$ cat config.mk
export PLATFORM = sky130hd
export DESIGN_NAME = nibble_word_assembler
export DESIGN_NICKNAME = d
export VERILOG_FILES = /design/src/rtl/nibble_word_assembler.sv
export SDC_FILE = /design/constraint.sdc
export NUM_CORES = 1
export LEC_CHECK = 0
export ABC_AREA = 1
export CORE_MARGIN = 3
export CORE_UTILIZATION = 40
export DETAILED_ROUTE_END_ITERATION = 16
export GPL_TIMING_DRIVEN = 0
export PLACE_DENSITY = 0.69
export SETUP_SLACK_MARGIN = 0.5
export SLEW_MARGIN = 20
export SYNTH_ARGS = -nofsm -noshare
export SYNTH_HDL_FRONTEND = slang
export SYNTH_SLANG_ARGS = --single-unit
$ cat constraint.sdc
create_clock -name clk -period 2.18 [get_ports clk]
set_input_delay 0.218 -clock clk [delete_from_list [all_inputs] [get_ports clk]]
set_output_delay 0.218 -clock clk [all_outputs]
set_load 0.01 [all_outputs]
$ cat src/rtl/nibble_word_assembler.sv
`default_nettype none
// ============================================================================
//  Module   : nibble_word_assembler
//  Purpose  : Rebuilds DATA_W-bit words from NIB_W-bit beats. Beats are
//             packed LSB-first into an accumulator. A word closes when a beat
//             carries in_last or when the word reaches full width. The word
//             is then held in an output register under a valid/ready
//             handshake.
//  Macro    : NIBBLE_PARITY_EN - when defined, each beat is checked for even
//             parity over {in_par, in_nib}, and out_err reports the OR of the
//             beat errors across the word. When undefined, in_par is ignored
//             and out_err is tied to 0.
//  Ports    : clk, rst                    clock, async active-high reset
//             in_valid/in_ready           beat handshake
//             in_nib, in_last, in_par     beat data, terminator, parity bit
//             out_valid/out_ready         word handshake
//             out_data, out_count         assembled word, beats in word (1..N)
//             out_err                     parity error seen in this word
//  Revision : 1.0 - initial release
// ============================================================================
module nibble_word_assembler #(
  parameter int DATA_W = 32,
  parameter int NIB_W  = 4
) (
  input  logic                                   clk,
  input  logic                                   rst,
  input  logic                                   in_valid,
  output logic                                   in_ready,
  input  logic [NIB_W-1:0]                       in_nib,
  input  logic                                   in_last,
  input  logic                                   in_par,
  output logic                                   out_valid,
  input  logic                                   out_ready,
  output logic [DATA_W-1:0]                      out_data,
  output logic [$clog2(DATA_W/NIB_W+1)-1:0]      out_count,
  output logic                                   out_err
);

  localparam int N     = DATA_W / NIB_W;
  localparam int CNT_W = $clog2(N) + 1;

  localparam logic [CNT_W-1:0] c_cnt_last = CNT_W'(N - 1);
  localparam logic [CNT_W-1:0] c_cnt_one  = CNT_W'(1);

  logic [DATA_W-1:0] r_acc;
  logic [CNT_W-1:0]  r_cnt;
  logic [DATA_W-1:0] r_out_data;
  logic [CNT_W-1:0]  r_out_count;
  logic              r_out_valid;

  logic [DATA_W-1:0] w_merged;
  logic              w_accept;
  logic              w_complete;
  logic              w_beat_err;

  // Ready only depends on the output register state and the consumer.
  assign in_ready   = !r_out_valid || out_ready;
  assign w_accept   = in_valid && in_ready;
  assign w_complete = in_last || (r_cnt == c_cnt_last);

  // Accumulator with the current beat dropped into slot r_cnt. Slots above
  // r_cnt are still zero because the accumulator is cleared on every close.
  always_comb begin
    w_merged = r_acc;
    w_merged[r_cnt*NIB_W +: NIB_W] = in_nib;
  end

  always_ff @(posedge clk or posedge rst) begin
    if (rst) begin
      r_acc       <= '0;
      r_cnt       <= '0;
      r_out_data  <= '0;
      r_out_count <= '0;
      r_out_valid <= 1'b0;
    end else begin
      // A completed transfer drops valid; a completing beat accepted in the
      // same cycle overrides this below and reloads the register.
      if (r_out_valid && out_ready) begin
        r_out_valid <= 1'b0;
      end
      if (w_accept) begin
        if (w_complete) begin
          r_out_data  <= w_merged;
          r_out_count <= r_cnt + c_cnt_one;
          r_out_valid <= 1'b1;
          r_acc       <= '0;
          r_cnt       <= '0;
        end else begin
          r_acc <= w_merged;
          r_cnt <= r_cnt + c_cnt_one;
        end
      end
    end
  end

`ifdef NIBBLE_PARITY_EN
  logic r_acc_err;
  logic r_out_err;

  // Even parity: a nonzero XOR across data and parity bit flags an error.
  assign w_beat_err = ^{in_par, in_nib};

  always_ff @(posedge clk or posedge rst) begin
    if (rst) begin
      r_acc_err <= 1'b0;
      r_out_err <= 1'b0;
    end else if (w_accept) begin
      if (w_complete) begin
        r_out_err <= r_acc_err | w_beat_err;
        r_acc_err <= 1'b0;
      end else begin
        r_acc_err <= r_acc_err | w_beat_err;
      end
    end
  end

  assign out_err = r_out_err;
`else
  logic w_unused_par;
  assign w_unused_par = in_par;
  assign w_beat_err   = 1'b0;
  assign out_err      = w_beat_err;
`endif

  assign out_valid = r_out_valid;
  assign out_data  = r_out_data;
  assign out_count = r_out_count;

endmodule
`default_nettype wire

==> results of run 1 <==
cells in the mapped netlist:
| library cell | number | area (um2) |
|---|---|---|
| nand3_2 | 1 | 10.01 |
| buf_2 | 6 | 30.03 |
| clkbuf_1 | 8 | 30.03 |
| nand4_1 | 8 | 50.05 |
| nor2_4 | 5 | 56.30 |
| a31oi_2 | 1 | 12.51 |
| nand2_1 | 149 | 559.3 |
| nand3_1 | 52 | 260.3 |
| nor2_2 | 1 | 6.260 |
| nor2_1 | 8 | 30.03 |
| inv_2 | 5 | 18.77 |
| o211ai_1 | 16 | 120.1 |
| nand2_4 | 1 | 11.26 |
| nand2_2 | 5 | 31.28 |
| o21ai_1 | 3 | 15.01 |
| conb_1 | 1 | 3.750 |
| o21ai_0 | 34 | 170.2 |
| inv_1 | 41 | 153.9 |
| buf_4 | 5 | 37.54 |
| ha_1 | 6 | 75.07 |
| o22ai_1 | 7 | 43.79 |
| xor2_1 | 2 | 17.52 |
| dfrtp_1 | 73 | 1827 |
routing by layer:
layer / share of wire [%] / GRT usage, %
met3: 4.8 / 3.875
met2: 46 / 28.59
met1: 47 / 26.82
met4: 2.6 / 7.979
met5: 0 / 0
state kept, by name, summed over array words and instances, names as in the netlist:
name       cells
out_count      4
out_data      32
out_valid      1
r_acc         32
r_cnt          4
cells by family (layout without fill, tap and decap cells):
logic type	after synthesis	after routing
and+or+nand+nor	230	230
DFF	73	73
buffers and inverters	65	153
AOI/OAI and AO/OA	61	61
adders and majority gates	6	6
xor gates and xnor gates	2	2
other	1	1
power groups by stage:
stage / Sequential (mW) / Combinational, mW / Clock [mW]
4_1_cts: 1.70 / 1.48 / 1.04
2_1_floorplan: 1.78 / 0.725 / 0
6_report: 1.69 / 1.67 / 1.01
5_1_grt: 1.73 / 1.83 / 1.10
3_5_place_dp: 1.72 / 1.31 / 0
3_3_place_gp: 1.71 / 1.29 / 0
worst min path at each step:
stage | to | startpoint
2_1_floorplan | out_count[0] | rst
3_3_place_gp | r_acc[1] | r_acc[1]
3_5_place_dp | out_data[5] | out_data[5]
4_1_cts | out_data[11] | rst
5_1_grt | out_data[8] | rst
6_report | out_data[11] | rst
what timing repair did:
item,CTS,global route
setup buffers,12,10
pin swaps,11,11
gates resized for setup,35,51
gates cloned,2,1
endpoints found under the setup margin,73,73
worst max-delay path, stage by stage (launching register included):
cell and delay, ps:
dfrtp_2 440, nor2_2 50, nand2_1 100, inv_2 50, ha_4 340, nand2_2 80
nor2_4 190, o21ai_1 90, o21ai_1 130, o21ai_0 110
cells in the final DEF (no fill, tap or decap), types with 11 or more instances in the layout:
| cell | instances |
|---|---|
| inv_1 | 33 |
| inv_2 | 11 |
| nand2_1 | 136 |
| clkdlybuf4s50_1 | 46 |
| o21ai_0 | 18 |
| buf_4 | 23 |
| o21ai_1 | 15 |
| dfrtp_1 | 71 |
| o211ai_1 | 16 |
| nand3_1 | 44 |
| nand2_2 | 16 |
metrics by stage:
stage	instance area, um2	setup WS [ps]	cells	hold WS, ps	utilization, %
2_1_floorplan	3596	517.9	438	406.5	-
3_3_place_gp	4188	157.6	589	462.1	49.72
3_5_place_dp	4228	117.2	591	464.8	50.19
4_1_cts	4602	471.1	620	252.7	54.63
5_1_grt	4817	346.3	631	283.4	57.19
6_report	4817	463.8	631	254.4	57.19
cell type report:
class | instances | area share [%]
Sequential cell | 73 | 37.97
Clock buffer | 9 | 2.571
Clock inverter | 6 | 1.247
Timing Repair Buffer | 73 | 14.34
Buffer | 19 | 3.065
Tap cell | 105 | 2.727
Inverter | 46 | 3.714
Multi-Input combinational cell | 300 | 34.36
==> impl_metrics.py, run 1 <==
metrics = {
    "power_and_ir_drop": {
        "p_int_mw": 2.837,
        "switchingPower_mw": 1.541,
        "switching_share_pct": 35.19,
        "peakVddDrop_mv": 0.5249,
        "power_mw": 4.378,
        "leakagePower_nw": 2.362,
        "power_density_nw_per_um2": 908.8,
        "sequentialPowerShare_pct": 38.7,
        "p_clk_share_pct": 23.1,
        "p_comb_share_pct": 38.2,
    },
    "clock_network": {
        "hold_buffers": 0,
        "clk_path_buf_depth": 2,
        "cts_htree_levels": 3,
        "clkSinkCount": 73,
        "clk_pin_slew_ps": 80,
        "cts_made_buffers": 9,
        "cts-root-buf": "clkbuf_8",
        "tritoncts": "yes",
        "insertion_delay_ps": 330,
    },
    "floorplan": {
        "core_area_um2": 8423,
        "ios": 49,
        "rows": 33,
        "die_w_um": 100.5,
        "fp.dieH_um": 100.5,
        "initial_utilization_pct": 42.38,
        "die_area_um2": 10090,
    },
    "sta": {
        "hold_violations": 0,
        "finalMaxSlewViolations": 0,
        "fin_crit_ps": 1716,
        "setup_viol": 0,
        "fin_crit_sh_pct": 78.72,
        "rsz0062_at_grt": "true",
        "fin_tns_setup_ps": 0,
        "max_freq_mhz": 582.7,
        "finClkSkew_ps": 4.199,
    },
    "detailed_routing": {
        "firstDrtPassIters": 5,
        "drt_wl_total_um": 9144,
        "via_count": 3250,
        "wl_per_cell_um": 14.49,
        "antenna_left": 0,
        "avgViaCountPerCell": 5.151,
        "drc_errors": 0,
        "drt_iter0_drc": 239,
    },
    "logic_synthesis": {
        "ys_ff_latch": 73,
        "synth_fa_ha_area_share_pct": 2.103,
        "avgSynthCellArea_um2": 8.150,
        "synth_compound_area_share_pct": 10.13,
        "yosysUniqueCellTypes": 23,
        "synth-xor-area-share_pct": 0.4907,
        "ys_seq_area_share_pct": 51.17,
        "synth.area.mux_share_pct": 0,
        "synth-simple-area-share_pct": 28.43,
        "yosysWarnings": 0,
        "synth_nets": 454,
        "syn_inst": 438,
        "netlist_area_um2": 3570,
        "synth_top_family_by_area": "simple AND/OR/NAND/NOR gates",
    },
    "grt": {
        "grt-ovfl-total": 0,
        "antenna_found_initial": 0,
        "grt_pass1_wl_um": 15170,
        "track_usage_pct": 19.03,
        "grt_pass1_vias": 3211,
        "grt_max_degree": 31,
    },
    "setup_path": {
        "arrival_ps": 1920,
        "crit_end": "r_acc[11]",
        "worstSetupPathType": "reg -> reg",
        "startpoint": "r_cnt[1]",
        "critical_path.startpoint_type": "flip-flop",
        "r2r_end": "r_acc[11]",
        "worst_ep_required_time_ps": 2390,
        "cp_max_fo": 8,
        "ff2ff_setup_slack_ps": 460,
        "reg2reg_depth": 9,
        "end_kind": "flip-flop",
        "reg2reg_from": "r_cnt[1]",
    },
    "finish": {
        "multi_input_area_um2": 1655,
        "n_antenna_cell": 0,
        "final_nets": 538,
        "drive_above_1_share_pct": 23.00,
        "nFillCells": 754,
        "areaGrowthSynthToFinish_pct": 34.95,
        "seqCellArea_um2": 1829,
    },
    "run_status": {
        "outcome": "finished clean",
    },
    "placement": {
        "place_congestion": 0.9593,
        "dp_hpwl_um": 6353,
        "port_buffers": 46,
    },
    "worst_hold_path": {
        "hold_class": "in -> async",
    },
    "flow_run": {
        "drv_cap": 0,
    },
}
Note: power is estimated with default switching activity, not from simulation.
==> inputs of run 2 (changes only) <==
PLACE_DENSITY = 0.66   (was 0.69)
clock period = 1.6 ns   (was 2.18 ns; I/O delays follow)
==> impl_metrics.py, run 2 (same netlist as run 1, synthesis figures left out) <==
metrics = {
    "grt": {
        "grt-ovfl-total": 0,
        "antenna_found_initial": 0,
        "grt_pass1_wl_um": 17030,
        "track_usage_pct": 21.55,
        "grt_max_degree": 32,
        "grt_pass1_vias": 3446,
    },
    "sta": {
        "fin_crit_ps": 1766,
        "rsz0062_at_grt": "true",
        "max_freq_mhz": 566.3,
        "finClkSkew_ps": 8.417,
        "fin_crit_sh_pct": 110.4,
        "holdWs_ps": 164.6,
        "fin_tns_setup_ps": -6691,
        "hold_violations": 0,
        "setup_slack_ps": -165.9,
        "finalMaxSlewViolations": 0,
        "setup_viol": 69,
    },
    "finish": {
        "n_antenna_cell": 0,
        "drive_above_1_share_pct": 43.19,
        "final_cell_mix": "118 x nand2_1, 71 x dfrtp_1, 40 x buf_4",
        "layout_commonest_cell": "nand2_1",
        "nFillCells": 650,
        "final_nets": 570,
        "areaGrowthSynthToFinish_pct": 50.82,
        "seqCellArea_um2": 1829,
        "multi_input_area_um2": 1956,
        "utilization_pct": 63.92,
    },
    "setup_path": {
        "startpoint": "r_cnt[1]",
        "worstSetupPathType": "reg -> reg",
        "worstPathCellList": "nor2_4, nand2_2, inv_2, ha_4, nand2_2, nor2_4, o21ai_1, o21ai_1, o21ai_1",
        "end_kind": "flip-flop",
        "cp_max_fo": 8,
        "cpMaxStageDelayCell": "dfrtp_2",
        "arrival_ps": 2000,
        "path_common_cell": "o21ai_1",
        "critical_path.startpoint_type": "flip-flop",
        "path_buf_inv": 1,
        "ff2ff_setup_slack_ps": -170,
        "reg2reg_from": "r_cnt[1]",
        "worst_ep_required_time_ps": 1830,
        "slowest_delay_ps": 460,
        "path_delay_family": "simple AND/OR/NAND/NOR gates",
    },
    "floorplan": {
        "rows": 33,
        "initial_utilization_pct": 42.38,
        "core_area_um2": 8423,
        "ios": 49,
        "fp.dieH_um": 100.5,
        "die_area_um2": 10090,
        "die_w_um": 100.5,
    },
    "run_status": {
        "outcome": "finished, violations left",
        "violations": "setup timing",
    },
    "flow_run": {
        "drv_cap": 0,
    },
    "detailed_routing": {
        "antenna_left": 0,
        "via_count": 3490,
        "firstDrtPassIters": 5,
        "drt_wl_total_um": 10860,
        "avgViaCountPerCell": 5.264,
        "drc_errors": 0,
        "wl_per_cell_um": 16.38,
        "drt_iter0_drc": 224,
    },
    "clock_network": {
        "cts_htree_levels": 3,
        "clkSinkCount": 73,
        "clk_pin_slew_ps": 80,
        "insertion_delay_ps": 350,
        "hold_buffers": 0,
        "cts-root-buf": "clkbuf_8",
        "cts_made_buffers": 9,
        "tritoncts": "yes",
        "clk_path_buf_depth": 2,
    },
    "placement": {
        "dp_hpwl_um": 6526,
        "pre_cts_ws_ps": -347.7,
        "place_congestion": 0.9035,
        "port_buffers": 46,
    },
    "power_and_ir_drop": {
        "power_density_nw_per_um2": 1216,
        "peakVddDrop_mv": 0.5864,
        "leakagePower_nw": 2.742,
    },
    "worst_hold_path": {
        "hold_class": "in -> async",
    },
}
==> run 2: cell types whose count changed in the layout (fill, tap and decap cells not counted), moves of 3 or more <==
| cell | previous run | this run |
|---|---|---|
| o22ai_1 | 4 | 1 |
| buf_2 | 4 | 39 |
| clkdlybuf4s50_1 | 46 | 8 |
| nand2_1 | 136 | 118 |
| buf_8 | 0 | 6 |
| nand2_4 | 3 | 20 |
| buf_6 | 9 | 16 |
| buf_4 | 23 | 40 |
| buf_12 | 2 | 6 |
| o22ai_2 | 3 | 6 |
| nand3_1 | 44 | 25 |
| o21ai_2 | 4 | 11 |
| nand3_2 | 8 | 25 |
| o21ai_0 | 18 | 11 |
==> run 2: final cells by class <==
| class | count | area share (%) |
|---|---|---|
| plain buffers | 19 | 3.997 |
| clock buffers | 9 | 2.301 |
| clock inverters | 6 | 1.557 |
| inverters | 46 | 3.672 |
| multi-input cells | 300 | 36.32 |
| flip-flops and latches | 73 | 33.98 |
| well taps | 105 | 2.440 |
| repair buffers | 105 | 15.73 |
==> run 2: final timing paths <==
path / endpoint / depth (start not counted)
min in group clk: out_data[21] / 2
min reg2reg: out_data[21] / 2
max: r_acc[10] / 9
max reg2reg: r_acc[10] / 9
max in group asynchronous: out_data[23] / 4
min: out_data[26] / 2
==> run 2: routing by layer <==
metal / GRT usage (%) / vias up / wire (um)
met1: 28.85 / 1685 / 4567
met5: 0 / - / 0
li1: - / 1653 / -
met3: 4.083 / 25 / 649
met4: 6.010 / 0 / 194
met2: 35.83 / 127 / 5452
==> run 2: stage by stage <==
step	power [mW]	instances	cell area, um2
global route	6.903	663	5384
finish	6.547	663	5384
detailed placement	4.222	591	4294
floorplan	3.492	438	3662
global placement	4.177	589	4254
CTS	6.167	651	5090
==> run 2: repair_timing <==
action / CTS / global route
setup buffers: 39 / 10
setup endpoints to repair: 111 / 74
hold endpoints to repair: 0 / 0
pin swaps: 39 / 34
gates cloned: 6 / 2
gates resized for setup: 266 / 56
==> run 2: power breakdown <==
part,internal (mW),switching [mW],total [mW]
registers,2.14,0.167,2.31
logic,1.12,1.55,2.67
clock network,0.864,0.702,1.57
